===== config.mk =====
export PLATFORM = sky130hd
export DESIGN_NAME = btn_pulse_gen_flat
export DESIGN_NICKNAME = d
export VERILOG_FILES = /design/src/rtl/btn_pulse_gen_if.sv /design/src/rtl/btn_pulse_gen.sv /design/src/flat_wrapper.sv
export SDC_FILE = /design/constraint.sdc
export NUM_CORES = 1
export LEC_CHECK = 0
export BUFFER_PORTS_ARGS = -buffer_cell sky130_fd_sc_hd__buf_2
export CAP_MARGIN = 20
export CORE_MARGIN = 10
export CORE_UTILIZATION = 61
export CTS_CLUSTER_SIZE = 20
export DETAILED_ROUTE_END_ITERATION = 12
export MAX_ROUTING_LAYER = met4
export PLACE_DENSITY = 0.78
export SLEW_MARGIN = 20
export SYNTH_ARGS = -nofsm -noshare
export SYNTH_HDL_FRONTEND = slang
export SYNTH_SLANG_ARGS = --single-unit
export TNS_END_PERCENT = 10

===== constraint.sdc =====
create_clock -name clk -period 3.2 [get_ports clk]
set_clock_uncertainty 0.2 [all_clocks]
set_input_delay 0.48 -clock clk [delete_from_list [all_inputs] [get_ports clk]]
set_output_delay 0.48 -clock clk [all_outputs]
set_load 0.03 [all_outputs]

===== src/rtl/btn_pulse_gen_if.sv =====
// Button conditioner bundle: raw buttons and repeat enables in, debounced level and strobes out.
interface btn_pulse_gen_if #(
    parameter int N = 3
);
    logic [N-1:0] btn_in;
    logic [N-1:0] repeat_en;
    logic [N-1:0] btn_level;
    logic [N-1:0] btn_press;
    logic [N-1:0] btn_release;

    modport master (
        output btn_in,
        output repeat_en,
        input  btn_level,
        input  btn_press,
        input  btn_release
    );

    modport slave (
        input  btn_in,
        input  repeat_en,
        output btn_level,
        output btn_press,
        output btn_release
    );
endinterface


===== src/rtl/btn_pulse_gen.sv =====
// Per-channel sync + debounce + auto-repeat; press/release strobes registered, DB_CYCLES+2 edges after first sample.
// No backpressure: strobes are single-cycle clock enables for downstream registers.
module btn_pulse_gen #(
    parameter int N         = 3,
    parameter int CNT_W     = 20,
    parameter int DB_CYCLES = 1000000,
    parameter int HOLD_CYC  = 50000000,
    parameter int RATE_CYC  = 20000000
) (
    input  logic             clk,
    input  logic             rst_n,
    btn_pulse_gen_if.slave   btn_if
);

    localparam logic [2:0] ST_IDLE     = 3'd0;
    localparam logic [2:0] ST_PRESS_DB = 3'd1;
    localparam logic [2:0] ST_HELD     = 3'd2;
    localparam logic [2:0] ST_REPEAT   = 3'd3;
    localparam logic [2:0] ST_REL_DB   = 3'd4;

    localparam logic [CNT_W-1:0] DB_LAST   = CNT_W'(DB_CYCLES - 1);
    localparam logic [CNT_W-1:0] HOLD_LAST = CNT_W'(HOLD_CYC - 1);
    localparam logic [CNT_W-1:0] RATE_LAST = CNT_W'(RATE_CYC - 1);
    localparam logic [CNT_W-1:0] CNT_ONE   = CNT_W'(1);

    logic [N-1:0] level_w;
    logic [N-1:0] press_w;
    logic [N-1:0] release_w;

    for (genvar g = 0; g < N; g++) begin : g_ch
        logic             s1_q, s2_q;
        logic [2:0]       state_q, state_d;
        logic [CNT_W-1:0] cnt_q, cnt_d;
        logic             level_q, level_d;
        logic             press_q, press_d;
        logic             release_q, release_d;

        always_ff @(posedge clk or negedge rst_n) begin
            if (!rst_n) begin
                s1_q      <= 1'b0;
                s2_q      <= 1'b0;
                state_q   <= ST_IDLE;
                cnt_q     <= '0;
                level_q   <= 1'b0;
                press_q   <= 1'b0;
                release_q <= 1'b0;
            end else begin
                s1_q      <= btn_if.btn_in[g];
                s2_q      <= s1_q;
                state_q   <= state_d;
                cnt_q     <= cnt_d;
                level_q   <= level_d;
                press_q   <= press_d;
                release_q <= release_d;
            end
        end

        // Counter restarts from zero on every state change; only s2 is trusted.
        always_comb begin
            state_d   = state_q;
            cnt_d     = cnt_q;
            level_d   = level_q;
            press_d   = 1'b0;
            release_d = 1'b0;
            case (state_q)
                ST_IDLE: begin
                    if (s2_q) begin
                        state_d = ST_PRESS_DB;
                        cnt_d   = '0;
                    end
                end
                ST_PRESS_DB: begin
                    if (!s2_q) begin
                        state_d = ST_IDLE;
                        cnt_d   = '0;
                    end else if (cnt_q == DB_LAST) begin
                        state_d = ST_HELD;
                        cnt_d   = '0;
                        press_d = 1'b1;
                        level_d = 1'b1;
                    end else begin
                        cnt_d = cnt_q + CNT_ONE;
                    end
                end
                ST_HELD: begin
                    if (!s2_q) begin
                        state_d = ST_REL_DB;
                        cnt_d   = '0;
                    end else if (btn_if.repeat_en[g] && (cnt_q == HOLD_LAST)) begin
                        state_d = ST_REPEAT;
                        cnt_d   = '0;
                        press_d = 1'b1;
                    end else if (cnt_q != HOLD_LAST) begin
                        // Parks at HOLD_LAST so enabling repeat late fires on the next cycle.
                        cnt_d = cnt_q + CNT_ONE;
                    end
                end
                ST_REPEAT: begin
                    if (!s2_q) begin
                        state_d = ST_REL_DB;
                        cnt_d   = '0;
                    end else if (!btn_if.repeat_en[g]) begin
                        state_d = ST_HELD;
                        cnt_d   = '0;
                    end else if (cnt_q == RATE_LAST) begin
                        cnt_d   = '0;
                        press_d = 1'b1;
                    end else begin
                        cnt_d = cnt_q + CNT_ONE;
                    end
                end
                ST_REL_DB: begin
                    if (s2_q) begin
                        state_d = ST_HELD;
                        cnt_d   = '0;
                    end else if (cnt_q == DB_LAST) begin
                        state_d   = ST_IDLE;
                        cnt_d     = '0;
                        release_d = 1'b1;
                        level_d   = 1'b0;
                    end else begin
                        cnt_d = cnt_q + CNT_ONE;
                    end
                end
                default: begin
                    state_d = ST_IDLE;
                    cnt_d   = '0;
                    level_d = 1'b0;
                end
            endcase
        end

        assign level_w[g]   = level_q;
        assign press_w[g]   = press_q;
        assign release_w[g] = release_q;
    end

    assign btn_if.btn_level   = level_w;
    assign btn_if.btn_press   = press_w;
    assign btn_if.btn_release = release_w;

endmodule


===== src/flat_wrapper.sv =====
// flat-port wrapper written by rule: the top's interface ports become plain ports
module btn_pulse_gen_flat 
#(
    parameter int N         = 3,
    parameter int CNT_W     = 20,
    parameter int DB_CYCLES = 1000000,
    parameter int HOLD_CYC  = 50000000,
    parameter int RATE_CYC  = 20000000
)
  (clk, rst_n, btn_if_btn_in, btn_if_repeat_en, btn_if_btn_level, btn_if_btn_press, btn_if_btn_release);
  btn_pulse_gen_if #(.N(N)) btn_if_i ();
  input  logic clk;
  input  logic rst_n;
  input wire logic [$bits(btn_if_i.btn_in)-1:0] btn_if_btn_in;
  input wire logic [$bits(btn_if_i.repeat_en)-1:0] btn_if_repeat_en;
  output wire logic [$bits(btn_if_i.btn_level)-1:0] btn_if_btn_level;
  output wire logic [$bits(btn_if_i.btn_press)-1:0] btn_if_btn_press;
  output wire logic [$bits(btn_if_i.btn_release)-1:0] btn_if_btn_release;
  assign btn_if_i.btn_in = btn_if_btn_in;
  assign btn_if_i.repeat_en = btn_if_repeat_en;
  assign btn_if_btn_level = btn_if_i.btn_level;
  assign btn_if_btn_press = btn_if_i.btn_press;
  assign btn_if_btn_release = btn_if_i.btn_release;
  btn_pulse_gen #(.N(N), .CNT_W(CNT_W), .DB_CYCLES(DB_CYCLES), .HOLD_CYC(HOLD_CYC), .RATE_CYC(RATE_CYC)) u_core (.clk(clk), .rst_n(rst_n), .btn_if(btn_if_i));
endmodule

==> results.json, run 1 <==
{
  "postSynth.asyncResetShare_pct": 100,
  "drt-initial-drc-count": 411,
  "max_freq_ghz": 0.347,
  "initial_core_util_pct": 63.3,
  "synth_flop_cell": "dfrtp_1",
  "rrSetupSlack_ns": 0.32,
  "dieArea_mm2": 0.0127,
  "power_switching_w": 0.000516,
  "post-dp-hpwl_um": 7880,
  "fin_crit_sh_pct": 90.0,
  "synth_mux_area_share_pct": 0.762,
  "synth-simple-area-share_pct": 33.6,
  "synth_compound_area_share_pct": 17.1,
  "final_antenna_net_count": 0,
  "crit_chain": "ha_1 -> nand4_1 -> nor4_1 -> a31oi_1 -> o311ai_0 -> a22oi_1",
  "netlist_area_mm2": 0.00526,
  "slowest_delay_ns": 0.60,
  "yosysTopAreaCellShare_pct": 40.0,
  "grt_max_degree": 85,
  "num_io_pins": 17,
  "ir_worst_vdd_mv": 0.315,
  "num_rows": 33,
  "track_usage_pct": 18.5,
  "setup_viol": 0,
  "syn-num-nets": 596,
  "yosys.area.top_type": "dfrtp_1",
  "fin_crit_ns": 2.88,
  "internal_power_w": 0.00147,
  "pwr-share-comb_pct": 6.1,
  "drive_above_1_share_pct": 11.3,
  "mostFrequentLayoutCells": "dfrtp_1 (84), nand2_1 (64), nor2_1 (53)",
  "pwr-share-seq_pct": 55.0,
  "timing.hold.ws_ns": -0.0283,
  "syn_inst": 585,
  "die_width_um": 113,
  "yosys.area_share.xor_xnor_pct": 2.67,
  "tightest_slew_ns": 1.10,
  "clk_latency_ns": 0.35,
  "start_kind": "flop",
  "cts_buffer_depth": 2,
  "ys_seq_elements": 84,
  "wl_per_cell_um": 16.5,
  "timing.rr.start": "u_core.g_ch[2].cnt_q[0]$_DFFE_PN0P_",
  "final_common_cell": "dfrtp_1",
  "hold_buffers": 0,
  "antenna_found_initial": 0,
  "syn_avg_cell_area_um2": 8.99,
  "ys_warn_count": 0,
  "relSlewSlack_pct": 26.4,
  "outcome": "finished with violations",
  "place.gp.congestion": 0.920,
  "min_path_type": "input port to asynchronous set/reset pin",
  "cts_buffers": 9,
  "cp.required_ns": 3.17,
  "dr_total_vias": 4482,
  "critPathArrivalTime_ns": 2.85,
  "cts_resized": 0,
  "grt_pass1_wl_um": 19900,
  "htree_levels": 3,
  "worst-r2r-cell-count": 6,
  "placed_area_mm2": 0.00533,
  "viasPerCell": 6.50,
  "overflow": 0,
  "power_density_mw_per_mm2": 360,
  "violations": "negative hold slack",
  "power.leakage_nw": 2.20,
  "synth_top_family_by_area": "simple AND/OR/NAND/NOR gates",
  "routed_wl_um": 11400,
  "nFillCells": 665,
  "cts_tree": "done",
  "end_kind": "flop",
  "criticalPathCategory": "flop to flop",
  "cp-startpoint": "u_core.g_ch[2].cnt_q[0]$_DFFE_PN0P_",
  "hold_violations": 40,
  "clockPowerShare_pct": 38.9,
  "root_buffer": "clkbuf_8",
  "postLayoutCellArea_mm2": 0.00553,
  "swShare_pct": 25.9,
  "drcViolationCount": 0,
  "dr.pass1.iters": 5,
  "fin_tns_setup_ns": 0,
  "yosys.cell_types.count": 65,
  "synthTopCellsByArea": "dfrtp_1 (40%), nand2_1 (4.6%), nor2_1 (3.8%)",
  "path_clk_slew_ns": 0.10,
  "diodes": 0,
  "core_area_mm2": 0.00830,
  "cts_sinks": 84,
  "timing.rr.end": "u_core.g_ch[2].cnt_q[16]$_DFFE_PN0P_",
  "rsz0062_at_grt": "no",
  "synth_seq_area_share_pct": 40.0,
  "cap_violations": 0,
  "area_delta_synth_final_pct": 5.24,
  "dieHeight_um": 113,
  "synth_edf_count": 0,
  "multi_input_area_mm2": 0.00288,
  "slew_violations": 0,
  "postCtsSetupBuffers": 0,
  "crit_fanout": 12,
  "nNetsFinal": 592,
  "regArea_mm2": 0.00210,
  "synth-adder-area-share_pct": 0.714,
  "first_global_vias": 4208,
  "port_buffers": 16,
  "crit_end": "u_core.g_ch[2].cnt_q[16]$_DFFE_PN0P_",
  "slowest_stage": "nor4_1"
}
stage by stage:
step           setup slack [ns]  util [%]  total power, W  instances  hold WS [ns]
6_report                  0.319      66.7         0.00199        690       -0.0283
5_1_grt                  0.0154      66.7         0.00208        690       0.00245
4_1_cts                   0.352      66.6         0.00201        690        0.0183
3_5_place_dp              0.392      64.2         0.00124        675         0.141
3_3_place_gp              0.458      64.2         0.00123        675         0.133
2_1_floorplan             0.806         -         0.00119        585       -0.0156
cell type report:
type / count / share of cell area (%)
clock inverters: 6 / 1.31
well taps: 105 / 2.38
flip-flops and latches: 84 / 38.0
inverters: 15 / 1.02
repair buffers: 26 / 2.92
multi-input cells: 445 / 52.1
clock buffers: 9 / 2.24
routing by layer:
metal	track usage, %	wire [um]	vias to the layer above
met5	-	0	-
met4	5.67	99	0
met3	2.64	448	9
met2	29.0	5520	102
met1	24.3	5330	2181
li1	-	-	2190
power groups by stage:
| stage | clock [W] | sequential (W) | combinational, W |
|---|---|---|---|
| after global placement | 0 | 0.00111 | 0.000118 |
| after CTS | 0.000792 | 0.00109 | 0.000122 |
| final | 0.000775 | 0.00109 | 0.000121 |
| after floorplan | 0 | 0.00110 | 0.0000829 |
| after global routing | 0.000845 | 0.00110 | 0.000137 |
| after detailed placement | 0 | 0.00112 | 0.000122 |
kinds of logic after synthesis:
group,after synthesis
AND/OR/NAND/NOR,294
AO/OA/AOI/OAI,128
flip-flops,84
buffers and inverters,56
XOR/XNOR,16
multiplexers,4
adder cells (fa/ha/maj),3
state kept, by name (all words and copies together) (netlist names):
name and count:
u_core.g_ch.release_q 3, u_core.g_ch.cnt_q 60, u_core.g_ch.level_q 3, u_core.g_ch.s1_q 3
u_core.g_ch.press_q 3, u_core.g_ch.s2_q 3, u_core.g_ch.state_q 9
synth_stat cells (3+ instances only):
cell and number:
dfrtp_1 84, a31oi_1 10, nand3_1 15, nor3_1 15, nand4bb_1 5, o21ai_0 13
nand4_1 13, and4_1 10, nand2_1 64, nand3b_1 5, o32ai_1 10, clkbuf_1 20
buf_2 9, and4b_1 3, xor2_1 3, a21oi_1 20, and2_1 10, nor2_1 53
nor4_1 14, ha_1 3, and3b_1 3, a211oi_1 10, or4_1 13, nor3b_1 5
or3_1 12, o31ai_1 19, nor4b_1 4, inv_1 15, o22ai_1 3, a21boi_0 4
or2_2 4, o41ai_1 4, a21o_1 5, mux2i_1 4, o21a_1 4, buf_4 11
and3_1 14, nor2b_1 9, xnor2_1 13, o311ai_0 5, nor4_4 4, nand4b_1 4
a22oi_1 8
worst min-delay path by stage:
stage                                             start                                   end  depth (start not counted)  slack, ns
after floorplan                                   rst_n   u_core.g_ch[0].cnt_q[0]$_DFFE_PN0P_                          0      -0.02
after global placement    u_core.g_ch[2].s1_q$_DFF_PN0_         u_core.g_ch[2].s2_q$_DFF_PN0_                          0       0.13
after detailed placement  u_core.g_ch[1].s1_q$_DFF_PN0_         u_core.g_ch[1].s2_q$_DFF_PN0_                          0       0.14
after CTS                              btn_if_btn_in[1]         u_core.g_ch[1].s1_q$_DFF_PN0_                          1       0.02
after global routing                   btn_if_btn_in[0]         u_core.g_ch[0].s1_q$_DFF_PN0_                          1      0.002
final                                             rst_n  u_core.g_ch[1].cnt_q[14]$_DFFE_PN0P_                          1      -0.03
critical path, delay by kind of cell, from the launching register on:
family          cells  cell delay, ns
flops               1            0.41
simple gates        2            0.83
compound gates      3            1.02
fa+ha+maj           1            0.24
No activity file was read; power rests on OpenSTA's default activity.
==> run 2: changes to the inputs <==
- ABC_AREA: default -> 1
- CORE_UTILIZATION: 61 -> 63
- PLACE_DENSITY: 0.78 -> 0.8
==> results.json, run 2 <==
{
  "drive_above_1_share_pct": 11.1,
  "dr_total_vias": 5624,
  "nNetsFinal": 903,
  "yosysTopAreaCellShare_pct": 35.9,
  "setup_viol": 0,
  "fin_crit_sh_pct": 74.5,
  "tightest_slew_ns": 0.563,
  "fin_crit_ns": 2.38,
  "hold_violations": 0,
  "diodes": 0,
  "viasPerCell": 5.58,
  "root_buffer": "clkbuf_8",
  "syn_avg_cell_area_um2": 6.63,
  "track_usage_pct": 21.8,
  "power.leakage_nw": 2.92,
  "crit_fanout": 17,
  "reg_top3": "u_core.g_ch.cnt_q (60), u_core.g_ch.state_q (9)",
  "mostFrequentLayoutCells": "nand2_1 (231), nor2_1 (140), inv_1 (113)",
  "path_clk_slew_ns": 0.09,
  "syn_inst": 884,
  "cts_buffers": 9,
  "grt_pass1_wl_um": 23600,
  "area_delta_synth_final_pct": 5.08,
  "criticalPathCategory": "flop to flop",
  "timing.rr.end": "u_core.g_ch[0].cnt_q[4]$_DFFE_PN0P_",
  "max_freq_ghz": 0.419,
  "yosysMostFrequentCell": "nand2_1",
  "rrSetupSlack_ns": 0.82,
  "cts_buffer_depth": 2,
  "nFillCells": 803,
  "core_area_mm2": 0.00915,
  "grt.met3_usage_pct": 2.82,
  "synthTopCellsByArea": "dfrtp_1 (36%), nand2_1 (15%), nor2_1 (9.0%)",
  "initial_core_util_pct": 64.0,
  "postSynth.asyncResetShare_pct": 100,
  "yosys.area.top_type": "dfrtp_1",
  "htree_levels": 3,
  "cap_violations": 0,
  "start_kind": "flop",
  "slew_violations": 0,
  "min_path_type": "input port to flop",
  "synth_seq_area_share_pct": 35.9,
  "rsz0062_at_grt": "no",
  "hold_end": "u_core.g_ch[1].s1_q$_DFF_PN0_",
  "drcViolationCount": 0,
  "overflow": 0,
  "first_global_vias": 5251,
  "grt_util_met1_pct": 27.8,
  "final_common_cell": "nand2_1",
  "largest_reg_flops": 60,
  "ys_seq_elements": 84,
  "ys_warn_count": 0,
  "met2_usage_pct": 34.8,
  "post-dp-hpwl_um": 10200,
  "top_register": "u_core.g_ch.cnt_q",
  "relSlewSlack_pct": 62.5,
  "cts_sinks": 84,
  "drt-initial-drc-count": 463,
  "antenna_found_initial": 0,
  "routed_wl_um": 13400,
  "place.gp.congestion": 0.948,
  "cp-startpoint": "u_core.g_ch[0].s2_q$_DFF_PN0_",
  "final_antenna_net_count": 0,
  "synth_edf_count": 0,
  "num_io_pins": 17,
  "ir_worst_vdd_mv": 0.319,
  "whs_path_depth": 1,
  "cts_tree": "done",
  "busiest_layer": "met2",
  "outcome": "completed",
  "synth_common_cells": "nand2_1 (231), nor2_1 (140), inv_1 (113)",
  "dieHeight_um": 116,
  "synth_flop_cell": "dfrtp_1",
  "critPathArrivalTime_ns": 2.47,
  "die_width_um": 116,
  "grt_max_degree": 44,
  "fin_tns_setup_ns": 0,
  "cp.required_ns": 3.29,
  "timing.rr.start": "u_core.g_ch[0].s2_q$_DFF_PN0_",
  "worst-r2r-cell-count": 7,
  "netlist_area_mm2": 0.00586,
  "p_total_w": 0.00309,
  "wl_per_cell_um": 13.3,
  "worstHoldStart": "btn_if_btn_in[1]",
  "yosys.cell_types.count": 38,
  "clk_latency_ns": 0.35,
  "dieArea_mm2": 0.0136,
  "end_kind": "flop",
  "cts_resized": 0,
  "num_rows": 35,
  "syn-num-nets": 895,
  "dr.pass1.iters": 6,
  "port_buffers": 16,
  "power_density_mw_per_mm2": 502
}
## run 2: cell types whose count changed after synthesis, moves of 14 or more
cell	change
a21oi_1	-15
clkbuf_1	-18
inv_1	+98
nand4_1	+17
nor2_1	+87
nand3_1	+77
o21ai_0	+15
and3_1	-14
nand2_1	+167
nor2_2	+19
nand2_2	+17
nor3_1	+17
o31ai_1	-19
## run 2: stage by stage
step | cells | util (%) | hold WS (ns) | setup WS (ns) | area (um^2)
2_1_floorplan | 884 | - | -0.0156 | 1.20 | 5860
3_3_place_gp | 991 | 64.8 | 0.133 | 0.964 | 5930
3_5_place_dp | 991 | 64.8 | 0.136 | 0.865 | 5930
4_1_cts | 1008 | 67.3 | 0.0103 | 0.843 | 6160
5_1_grt | 1008 | 67.3 | 0.00636 | 0.639 | 6160
6_report | 1008 | 67.3 | 0.0237 | 0.815 | 6160
## run 2: worst max-delay path by stage
stage | cells after the start | slack [ns] | to
3_5_place_dp | 7 | 0.86 | u_core.g_ch[0].cnt_q[4]$_DFFE_PN0P_
6_report | 7 | 0.82 | u_core.g_ch[0].cnt_q[4]$_DFFE_PN0P_
2_1_floorplan | 11 | 1.20 | u_core.g_ch[0].cnt_q[11]$_DFFE_PN0P_
3_3_place_gp | 7 | 0.96 | u_core.g_ch[0].cnt_q[19]$_DFFE_PN0P_
5_1_grt | 7 | 0.64 | u_core.g_ch[0].cnt_q[19]$_DFFE_PN0P_
4_1_cts | 7 | 0.84 | u_core.g_ch[0].cnt_q[4]$_DFFE_PN0P_
## run 2: final cells by class
cell class | count | area, um^2 | area share, %
Sequential cell | 84 | 2100 | 34.1
Multi-Input combinational cell | 651 | 3110 | 50.5
Tap cell | 111 | 139 | 2.26
Clock buffer | 11 | 151 | 2.46
Timing Repair Buffer | 19 | 108 | 1.75
Clock inverter | 5 | 66.3 | 1.08
Inverter | 127 | 479 | 7.78
## run 2: timing repair
| item | CTS | global route |
|---|---|---|
| endpoints found under the hold margin | 41 | 0 |
| hold buffers | 1 | 0 |
| setup endpoints to repair | 0 | 0 |
| setup buffers | 0 | 0 |
## run 2: metal layers
metal,share of wire [%],vias to the layer above
met5,0,-
met4,1.9,0
met3,4.8,27
met2,47,174
met1,46,2597
li1,-,2826
## run 2: cell families (layout without fill, tap and decap cells)
kind of cell               after synthesis  after routing  share of synthesized area, %
buffers and inverters                  149            162                          11.0
and+or+nand+nor                        584            584                          45.8
adders and majority gates                3              3                         0.641
AOI/OAI and AO/OA                       57             57                          5.62
DFF                                     84             84                          35.9
xor gates and xnor gates                 7              7                          1.05
## run 2: power breakdown
group,switching (W),total [W],leakage (nW),internal [W]
combinational,0.000756,0.00102,1.67,0.000263
sequential,0.0000985,0.00125,1.14,0.00115
clock,0.000408,0.000823,0.108,0.000415
total,0.00126,0.00309,2.92,0.00183
## run 2: critical path, cell delays in order, from the launching register on
cell	delay, ns
dfrtp_1	0.49
inv_1	0.32
nand3_1	0.41
nand2_4	0.34
inv_4	0.13
nand2_4	0.22
inv_1	0.10
nor2_1	0.11
